==> src/rtl/tmr_pkg.sv <==
// Shared types and constants for the TMR fault monitor: FSM state encoding
// and bit positions inside the latched alarm cause vector.
package tmr_pkg;

  typedef enum logic {
    MONITOR = 1'b0,
    ALARM   = 1'b1
  } tmr_state_e;

  localparam int CAUSE_R1     = 0;
  localparam int CAUSE_R2     = 1;
  localparam int CAUSE_R3     = 2;
  localparam int CAUSE_UNCORR = 3;
  localparam int CAUSE_W      = 4;

  localparam int PERS_W = 4;

endpackage

==> src/rtl/tmr_replica_tracker.sv <==
// Per-replica bookkeeping: saturating fault counter, persistence run counter
// and the sticky failed flag that the run counter sets.
module tmr_replica_tracker
  import tmr_pkg::*;
#(
  parameter int CNT_W   = 16,
  parameter int PERSIST = 4
) (
  input  logic             clk,
  input  logic             rst,
  input  logic             clear,
  input  logic             sample_en,
  input  logic             mism,
  input  logic             uncorr,
  output logic [CNT_W-1:0] fault_cnt,
  output logic             failed,
  output logic             fail_rise
);

  localparam logic [PERS_W-1:0] PERSIST_L = PERS_W'(PERSIST);
  localparam logic [CNT_W-1:0]  CNT_MAX   = {CNT_W{1'b1}};

  logic [PERS_W-1:0] pers;
  logic              hit;

  // An uncorrectable sample says nothing about which replica is at fault,
  // so it never advances the persistence run.
  assign hit       = sample_en && mism && !uncorr;
  assign fail_rise = hit && !failed && (pers == PERSIST_L - 4'd1);

  always_ff @(posedge clk or posedge rst) begin
    if (rst) begin
      fault_cnt <= '0;
      pers      <= '0;
      failed    <= 1'b0;
    end else if (clear) begin
      fault_cnt <= '0;
      pers      <= '0;
      failed    <= 1'b0;
    end else if (sample_en) begin
      if (mism && fault_cnt != CNT_MAX) begin
        fault_cnt <= fault_cnt + 1'b1;
      end
      if (!mism) begin
        pers <= '0;
      end else if (hit && pers != PERSIST_L) begin
        pers <= pers + 4'd1;
      end
      if (fail_rise) begin
        failed <= 1'b1;
      end
    end
  end

endmodule

==> src/rtl/tmr_fault_monitor.sv <==
// Watches three replicas against the voted value, tracks per-replica faults
// and raises a latched alarm until software acknowledges it.
module tmr_fault_monitor
  import tmr_pkg::*;
#(
  parameter int WIDTH   = 128,
  parameter int CNT_W   = 16,
  parameter int PERSIST = 4
) (
  input  logic             clk,
  input  logic             rst,
  input  logic             sample_en,
  input  logic [WIDTH-1:0] q_1,
  input  logic [WIDTH-1:0] q_2,
  input  logic [WIDTH-1:0] q_3,
  input  logic [WIDTH-1:0] voted_q,
  input  logic             ack,
  input  logic             clear,
  output logic [CNT_W-1:0] fault_cnt_1,
  output logic [CNT_W-1:0] fault_cnt_2,
  output logic [CNT_W-1:0] fault_cnt_3,
  output logic [2:0]       replica_failed,
  output logic [3:0]       cause,
  output logic             irq,
  output tmr_state_e       dbg_state
);

  // sample_en is a one-sided qualifier: no back-pressure, every cycle with
  // sample_en=1 consumes q_1..q_3/voted_q on that rising edge.
  logic [2:0]         mism;
  logic               uncorr;
  logic [2:0]         fail_rise;
  logic [CAUSE_W-1:0] new_ev;
  tmr_state_e         state;

  assign mism[0] = (q_1 != voted_q);
  assign mism[1] = (q_2 != voted_q);
  assign mism[2] = (q_3 != voted_q);
  assign uncorr  = (q_1 != q_2) && (q_1 != q_3) && (q_2 != q_3);

  tmr_replica_tracker #(.CNT_W(CNT_W), .PERSIST(PERSIST)) u_trk_1 (
    .clk(clk), .rst(rst), .clear(clear), .sample_en(sample_en),
    .mism(mism[0]), .uncorr(uncorr), .fault_cnt(fault_cnt_1),
    .failed(replica_failed[0]), .fail_rise(fail_rise[0])
  );

  tmr_replica_tracker #(.CNT_W(CNT_W), .PERSIST(PERSIST)) u_trk_2 (
    .clk(clk), .rst(rst), .clear(clear), .sample_en(sample_en),
    .mism(mism[1]), .uncorr(uncorr), .fault_cnt(fault_cnt_2),
    .failed(replica_failed[1]), .fail_rise(fail_rise[1])
  );

  tmr_replica_tracker #(.CNT_W(CNT_W), .PERSIST(PERSIST)) u_trk_3 (
    .clk(clk), .rst(rst), .clear(clear), .sample_en(sample_en),
    .mism(mism[2]), .uncorr(uncorr), .fault_cnt(fault_cnt_3),
    .failed(replica_failed[2]), .fail_rise(fail_rise[2])
  );

  always_comb begin
    new_ev               = '0;
    new_ev[CAUSE_R1]     = fail_rise[0];
    new_ev[CAUSE_R2]     = fail_rise[1];
    new_ev[CAUSE_R3]     = fail_rise[2];
    new_ev[CAUSE_UNCORR] = sample_en && uncorr;
  end

  assign dbg_state = state;

  always_ff @(posedge clk or posedge rst) begin
    if (rst) begin
      state <= MONITOR;
      cause <= '0;
      irq   <= 1'b0;
    end else if (clear) begin
      state <= MONITOR;
      cause <= '0;
      irq   <= 1'b0;
    end else begin
      cause <= cause | new_ev;
      case (state)
        MONITOR: begin
          if (|new_ev) begin
            state <= ALARM;
            irq   <= 1'b1;
          end
        end
        ALARM: begin
          if (ack && !(|new_ev)) begin
            state <= MONITOR;
            irq   <= 1'b0;
          end
        end
        default: begin
          state <= MONITOR;
          irq   <= 1'b0;
        end
      endcase
    end
  end

endmodule

==> config.mk <==
export PLATFORM = sky130hd
export DESIGN_NAME = tmr_fault_monitor
export DESIGN_NICKNAME = d
export VERILOG_FILES = /design/src/rtl/tmr_pkg.sv /design/src/rtl/tmr_replica_tracker.sv /design/src/rtl/tmr_fault_monitor.sv
export SDC_FILE = /design/constraint.sdc
export NUM_CORES = 1
export LEC_CHECK = 0
export ABC_AREA = 1
export CAP_MARGIN = 5
export CORE_AREA = 2 2 221 223
export DETAILED_ROUTE_END_ITERATION = 12
export DIE_AREA = 0 0 223 225
export DONT_BUFFER_PORTS = 1
export PLACE_DENSITY = 0.45
export REMOVE_ABC_BUFFERS = 1
export SYNTH_ARGS = -nofsm -noshare
export SYNTH_HDL_FRONTEND = slang
export SYNTH_SLANG_ARGS = --single-unit
==> constraint.sdc <==
create_clock -name clk -period 5.8 [get_ports clk]
set_clock_uncertainty 0.1 [all_clocks]
set_input_delay 1.16 -clock clk [delete_from_list [all_inputs] [get_ports clk]]
set_output_delay 1.16 -clock clk [all_outputs]
set_load 0.05 [all_outputs]
Yosys cells after proc, flatten, opt, wreduce, memory -nomap -nowiden
Index checks and enable logic that the tools add are counted.
W data, S select, Z words.
- add/subtract/negate cells: 6
- $mul: 0
- divide/modulo/power cells: 0
- magnitude comparators: 0
- equality and inequality tests: 20
- shifts and indexed selects: 0
- multiplexer cells: 39
- bitwise operators: 2
- reduce and logical (&&, ||, !) cells: 45
- operators by type and width (kind ; number):
    $ne A128 B128 Y1 ; 6
    $mux W16 ; 9
    $mux W4 ; 13
    $add A16 B1 Y16 const B ; 3
    $ne A16 B16 Y1 const B ; 3
    $logic_and A1 B1 Y1 ; 22
    $reduce_and A2 Y1 ; 10
    $mux W1 ; 15
    $reduce_bool A2 Y1 ; 7
    $add A4 B1 Y4 const B ; 3
    $eq A4 B2 Y1 const B ; 3
    $ne A3 B3 Y1 const B ; 4
    $ne A4 B3 Y1 const B ; 3
    $logic_not A1 Y1 ; 5
    $or A4 B4 Y4 ; 1
    $pmux W1 S2 ; 2
    $reduce_or A4 Y1 ; 1
    $ne A3 B2 Y1 const B ; 1
    $not A1 Y1 ; 1
- flip-flop bits (word level): 69
- bits in latches: 0
- RAM bits: 0
- bits in read-only memories: 0
- bits of input ports: 517
- output and inout bits: 57
- logic and storage cells: 124
- memories: 0

Depth between registers and ports, before layout
- word-level depth: 13
- gate-level depth with buffers: 17

Cells and area by module
From an unflattened synthesis, not the netlist that was laid out.
- cells, all modules: 2318
- area total of the unflattened synthesis: 14402.6 sq um
- modules (own cells, without submodules) (module ; instances ; cells each ; area each (sq um)):
    tmr_fault_monitor ; 1 ; 1694 ; 10164.7
    tmr_replica_tracker ; 3 ; 208 ; 1412.6

Worst setup path before layout
No wires, ideal clock.
- path kind: input to register
- start: in voted_q[33]
- end: reg u_trk_3.fault_cnt[6]
- setup time: 152 ps
- data arrival time: 2384 ps
- path slack: 3164 ps
- stages on the path: 14
- buffers on the path: 1
- cells stage by stage: xor2_1 nor2_1 nand2_1 nor2_1 nand2_1 nor2_1 nand2_1 nor2_4 nor2_4 nand2_4 buf_12 nor2_4 o21ai_0 a21oi_1
- word-level cells in the longest chain between the ends: 4
- RTL lines (element ; line ; source):
    start: declaration ; tmr_fault_monitor.sv:16 ; input logic [WIDTH-1:0] voted_q,
    $ne A128 B128 Y1 ; tmr_fault_monitor.sv:38 ; assign mism[2] = (q_3 != voted_q);
    $logic_and A1 B1 Y1 ; tmr_replica_tracker.sv:41 ; if (mism && fault_cnt != CNT_MAX) begin
    $reduce_bool A2 Y1 (no line) ; -- ;
    $reduce_and A2 Y1 (no line) ; -- ;
    end signal: assignment ; tmr_replica_tracker.sv:42 ; fault_cnt <= fault_cnt + 1'b1;
    end: declaration ; tmr_replica_tracker.sv:15 ; output logic [CNT_W-1:0] fault_cnt,
No other way between the ends.
A chain may end at the register's enable or synchronous reset.

Worst setup path after layout
- start: in q_3[62]
- end: reg u_trk_2.pers[1]
- word-level cells in the longest chain between the ends: 8
- RTL lines (element ; line ; source):
    start: declaration ; tmr_fault_monitor.sv:15 ; input logic [WIDTH-1:0] q_3,
    $ne A128 B128 Y1 ; tmr_fault_monitor.sv:39 ; assign uncorr = (q_1 != q_2) && (q_1 != q_3) && (q_2 != q_3);
    $logic_and A1 B1 Y1 ; tmr_fault_monitor.sv:39 ;
    $logic_and A1 B1 Y1 (*) ; tmr_fault_monitor.sv:39 ;
    $logic_not A1 Y1 (*) ; tmr_replica_tracker.sv:28 ; assign hit = sample_en && mism && !uncorr;
    $logic_and A1 B1 Y1 (*) ; tmr_replica_tracker.sv:28 ;
    $logic_and A1 B1 Y1 (*) ; tmr_replica_tracker.sv:46 ; end else if (hit && pers != PERSIST_L) begin
    $ne A3 B3 Y1 (no line) (*) ; -- ;
    $reduce_and A2 Y1 (no line) (*) ; -- ;
    end signal: assignment ; tmr_replica_tracker.sv:47 ; pers <= pers + 4'd1;
    end: declaration ; tmr_replica_tracker.sv:23 ; logic [PERS_W-1:0] pers;
Every way passes the cells marked *; elsewhere a longest branch is shown, timed or not.

==> flow_metrics.py <==
metrics = {
    "synthesis": {
        "synth_ff_type": "dfrtp_1",
        "avgSynthCellArea_um2": 6.247,
        "yosysSeqAreaShare": 0.1211,
        "yosysWarnings": 0,
        "ys_ff_latch": 69,
        "synth.top_cell.area_share": 0.2469,
        "ys_types": 40,
        "yosys-top-cells-area": "xnor2_1, xor2_1, nand2_1, dfrtp_1, nor2_1",
        "synth_edf_count": 0,
        "yosys.area.top_type": "xnor2_1",
        "syn_inst": 2283,
        "synth_area_um2": 14260,
        "async_flop_share": 1.000,
    },
    "placed_design": {
        "placed_area_um2": 14950,
        "place.gp.congestion": 0.9674,
        "dpl.hpwl_um": 56260,
        "numPortBuffers": 0,
    },
    "routing": {
        "ant_nets": 0,
        "routed_via_density": 4.647,
        "drtPass1Iterations": 5,
        "drt-total-wl_um": 62090,
        "wl_per_cell_um": 21.39,
        "drt_drc_violations_left": 0,
        "via_count": 13490,
        "drtIter0Drc": 555,
    },
    "clocking": {
        "clock_sinks": 69,
        "cts_tree": "done",
        "postCtsHoldBufs": 0,
        "post_cts_buffers": 0,
        "cts-resized-gates": 0,
        "root_buffer": "clkbuf_16",
        "cts_buffers": 9,
        "clock_latency_ns": 0.33,
        "path_clk_slew_ns": 0.05,
        "clockBufferDepth": 2,
        "htree_levels": 3,
    },
    "finish": {
        "area_growth_pct": 7.123,
        "stdcell_area_um2": 15280,
        "mostFrequentLayoutCell": "nand2_1",
        "antenna_cells": 0,
        "fin_nets": 2809,
        "drive_gt1_frac": 0.02666,
        "most-common-layout-cells": "nand2_1, xnor2_1, nor2_1, xor2_1, inv_1",
    },
    "sta": {
        "setup_viol": 0,
        "tightestPinTransition_ns": 0.9616,
        "max_slew_margin": 0.3589,
        "period_share": 0.5426,
        "finalHoldViolCount": 0,
        "rsz0062_at_grt": "false",
        "min_period_ns": 3.147,
        "fmax_mhz": 317.8,
        "drv_slew": 0,
        "tns_ns": 0,
        "holdWs_ns": 0.4774,
    },
    "critical_path": {
        "start_kind": "primary input",
        "endpoint_kind": "flip-flop",
        "arrival_ns": 3.31,
        "cp_max_fo": 8,
        "crit_type": "primary input to flip-flop",
        "crit_required_ns": 5.96,
    },
    "global_route": {
        "antenna_found_initial": 1,
        "grt_first_pass_wirelength_um": 87940,
        "grt_pass1_vias": 13840,
        "grt_usage": 0.2391,
        "grt_overflow": 0,
        "grt_max_degree": 70,
    },
    "floorplan": {
        "die_w_um": 223,
        "core_area_um2": 47550,
        "dieHeight_um": 225,
        "die_area_um2": 50180,
        "rows": 80,
        "initial_utilization": 0.3000,
        "io_pins": 574,
    },
    "pwr": {
        "leakage_nw": 6.266,
        "ir_worst_vdd_uv": 120.4,
        "power_density_nw_per_um2": 127.1,
        "finalPower_mw": 1.942,
    },
    "job": {
        "drv_cap": 0,
    },
    "status": {
        "status": "finished, final reports clean",
    },
    "worst_hold_path": {
        "worstHoldPathType": "flip-flop to flip-flop",
    },
}
critical path: stages:
cell and delay, ns:
xnor2_1 0.67, nand2_1 0.11, nor2_1 0.12, nand2_1 0.06
nor2_1 0.17, nand2_1 0.11, nor2_1 0.11, nand2_1 0.09
nand3_2 0.17, nand3_2 0.11, a21oi_4 0.23, nand3_1 0.10
o21ai_1 0.08
routing by layer:
metal	up-vias	wire length (um)	global-route usage
met1	6013	23020	0.2487
met3	74	5883	0.09231
li1	6945	-	-
met5	-	46	0.006843
met4	2	2093	0.07664
met2	456	31040	0.4401
state kept, by name, indices dropped and copies added, names as in the netlist:
register	count
u_trk_1.fault_cnt	16
u_trk_2.fault_cnt	16
u_trk_3.fault_cnt	16
cause	4
u_trk_1.pers	4
u_trk_2.pers	4
u_trk_3.pers	4
dbg_state	1
irq	1
u_trk_1.failed	1
u_trk_2.failed	1
u_trk_3.failed	1
synthesized netlist by cell type, types with 4 or more instances:
cell,instances
nor3_2,4
nand3_2,4
xor2_1,299
nand2_1,654
nor2_2,4
o31ai_1,9
nand2_4,4
nand4_1,38
o21ai_0,29
a21oi_1,25
nand3_1,41
nor3_1,17
a31oi_1,9
o21a_1,6
inv_2,6
nor2_1,397
dfrtp_1,69
xnor2_1,402
nor4_1,6
o21ai_1,13
ha_1,9
inv_1,197
buf_4,5
nor2_4,9
path summary, 6_finish.rpt:
| kind | startpoint | to | slack [ns] | cells past startpoint |
|---|---|---|---|---|
| setup / recovery | q_3[62] | u_trk_2.pers[1]$_DFFE_PP0P_ | 2.65 | 13 |
| hold / removal | u_trk_2.pers[3]$_DFFE_PP0P_ | u_trk_2.pers[3]$_DFFE_PP0P_ | 0.48 | 2 |
| setup reg to reg | u_trk_2.fault_cnt[0]$_DFFE_PP0P_ | u_trk_2.fault_cnt[11]$_DFFE_PP0P_ | 3.17 | 14 |
| hold reg to reg | u_trk_2.pers[3]$_DFFE_PP0P_ | u_trk_2.pers[3]$_DFFE_PP0P_ | 0.48 | 2 |
| max in group asynchronous | rst | u_trk_3.fault_cnt[1]$_DFFE_PP0P_ | 4.08 | 2 |
| min in group asynchronous | rst | u_trk_1.fault_cnt[14]$_DFFE_PP0P_ | 0.86 | 2 |
layout make-up:
class / instances / area [um2]
Timing Repair Buffer: 2 / 15.01
Tap cell: 615 / 769.5
Sequential cell: 69 / 1727
Clock inverter: 4 / 70.07
Fill cell: 5326 / 32270
Inverter: 205 / 769.5
Clock buffer: 12 / 256.5
Multi-Input combinational cell: 1996 / 11670
power breakdown:
part / total (mW) / switching, mW / internal (mW)
Combinational: 0.795 / 0.400 / 0.395
Clock: 0.610 / 0.212 / 0.399
Sequential: 0.536 / 0.0391 / 0.497
metrics by stage:
step                instances    util  setup slack (ns)
floorplan                2270       -             2.800
global placement         2887  0.3145             2.295
detailed placement       2887  0.3145             2.311
CTS                      2903  0.3213             2.667
global route             2903  0.3213             2.418
finish                   2903  0.3213             2.653
logic make-up (layout without fill, tap and decap cells):
family | count (synthesis) | in the layout | synth area share
flops | 69 | 69 | 0.1211
fa+ha+maj | 9 | 9 | 0.007896
buf+inv | 218 | 223 | 0.06062
simple gates | 1185 | 1185 | 0.3382
compound gates | 101 | 101 | 0.04176
xor+xnor | 701 | 701 | 0.4305
(Power assumes the default switching activity.)
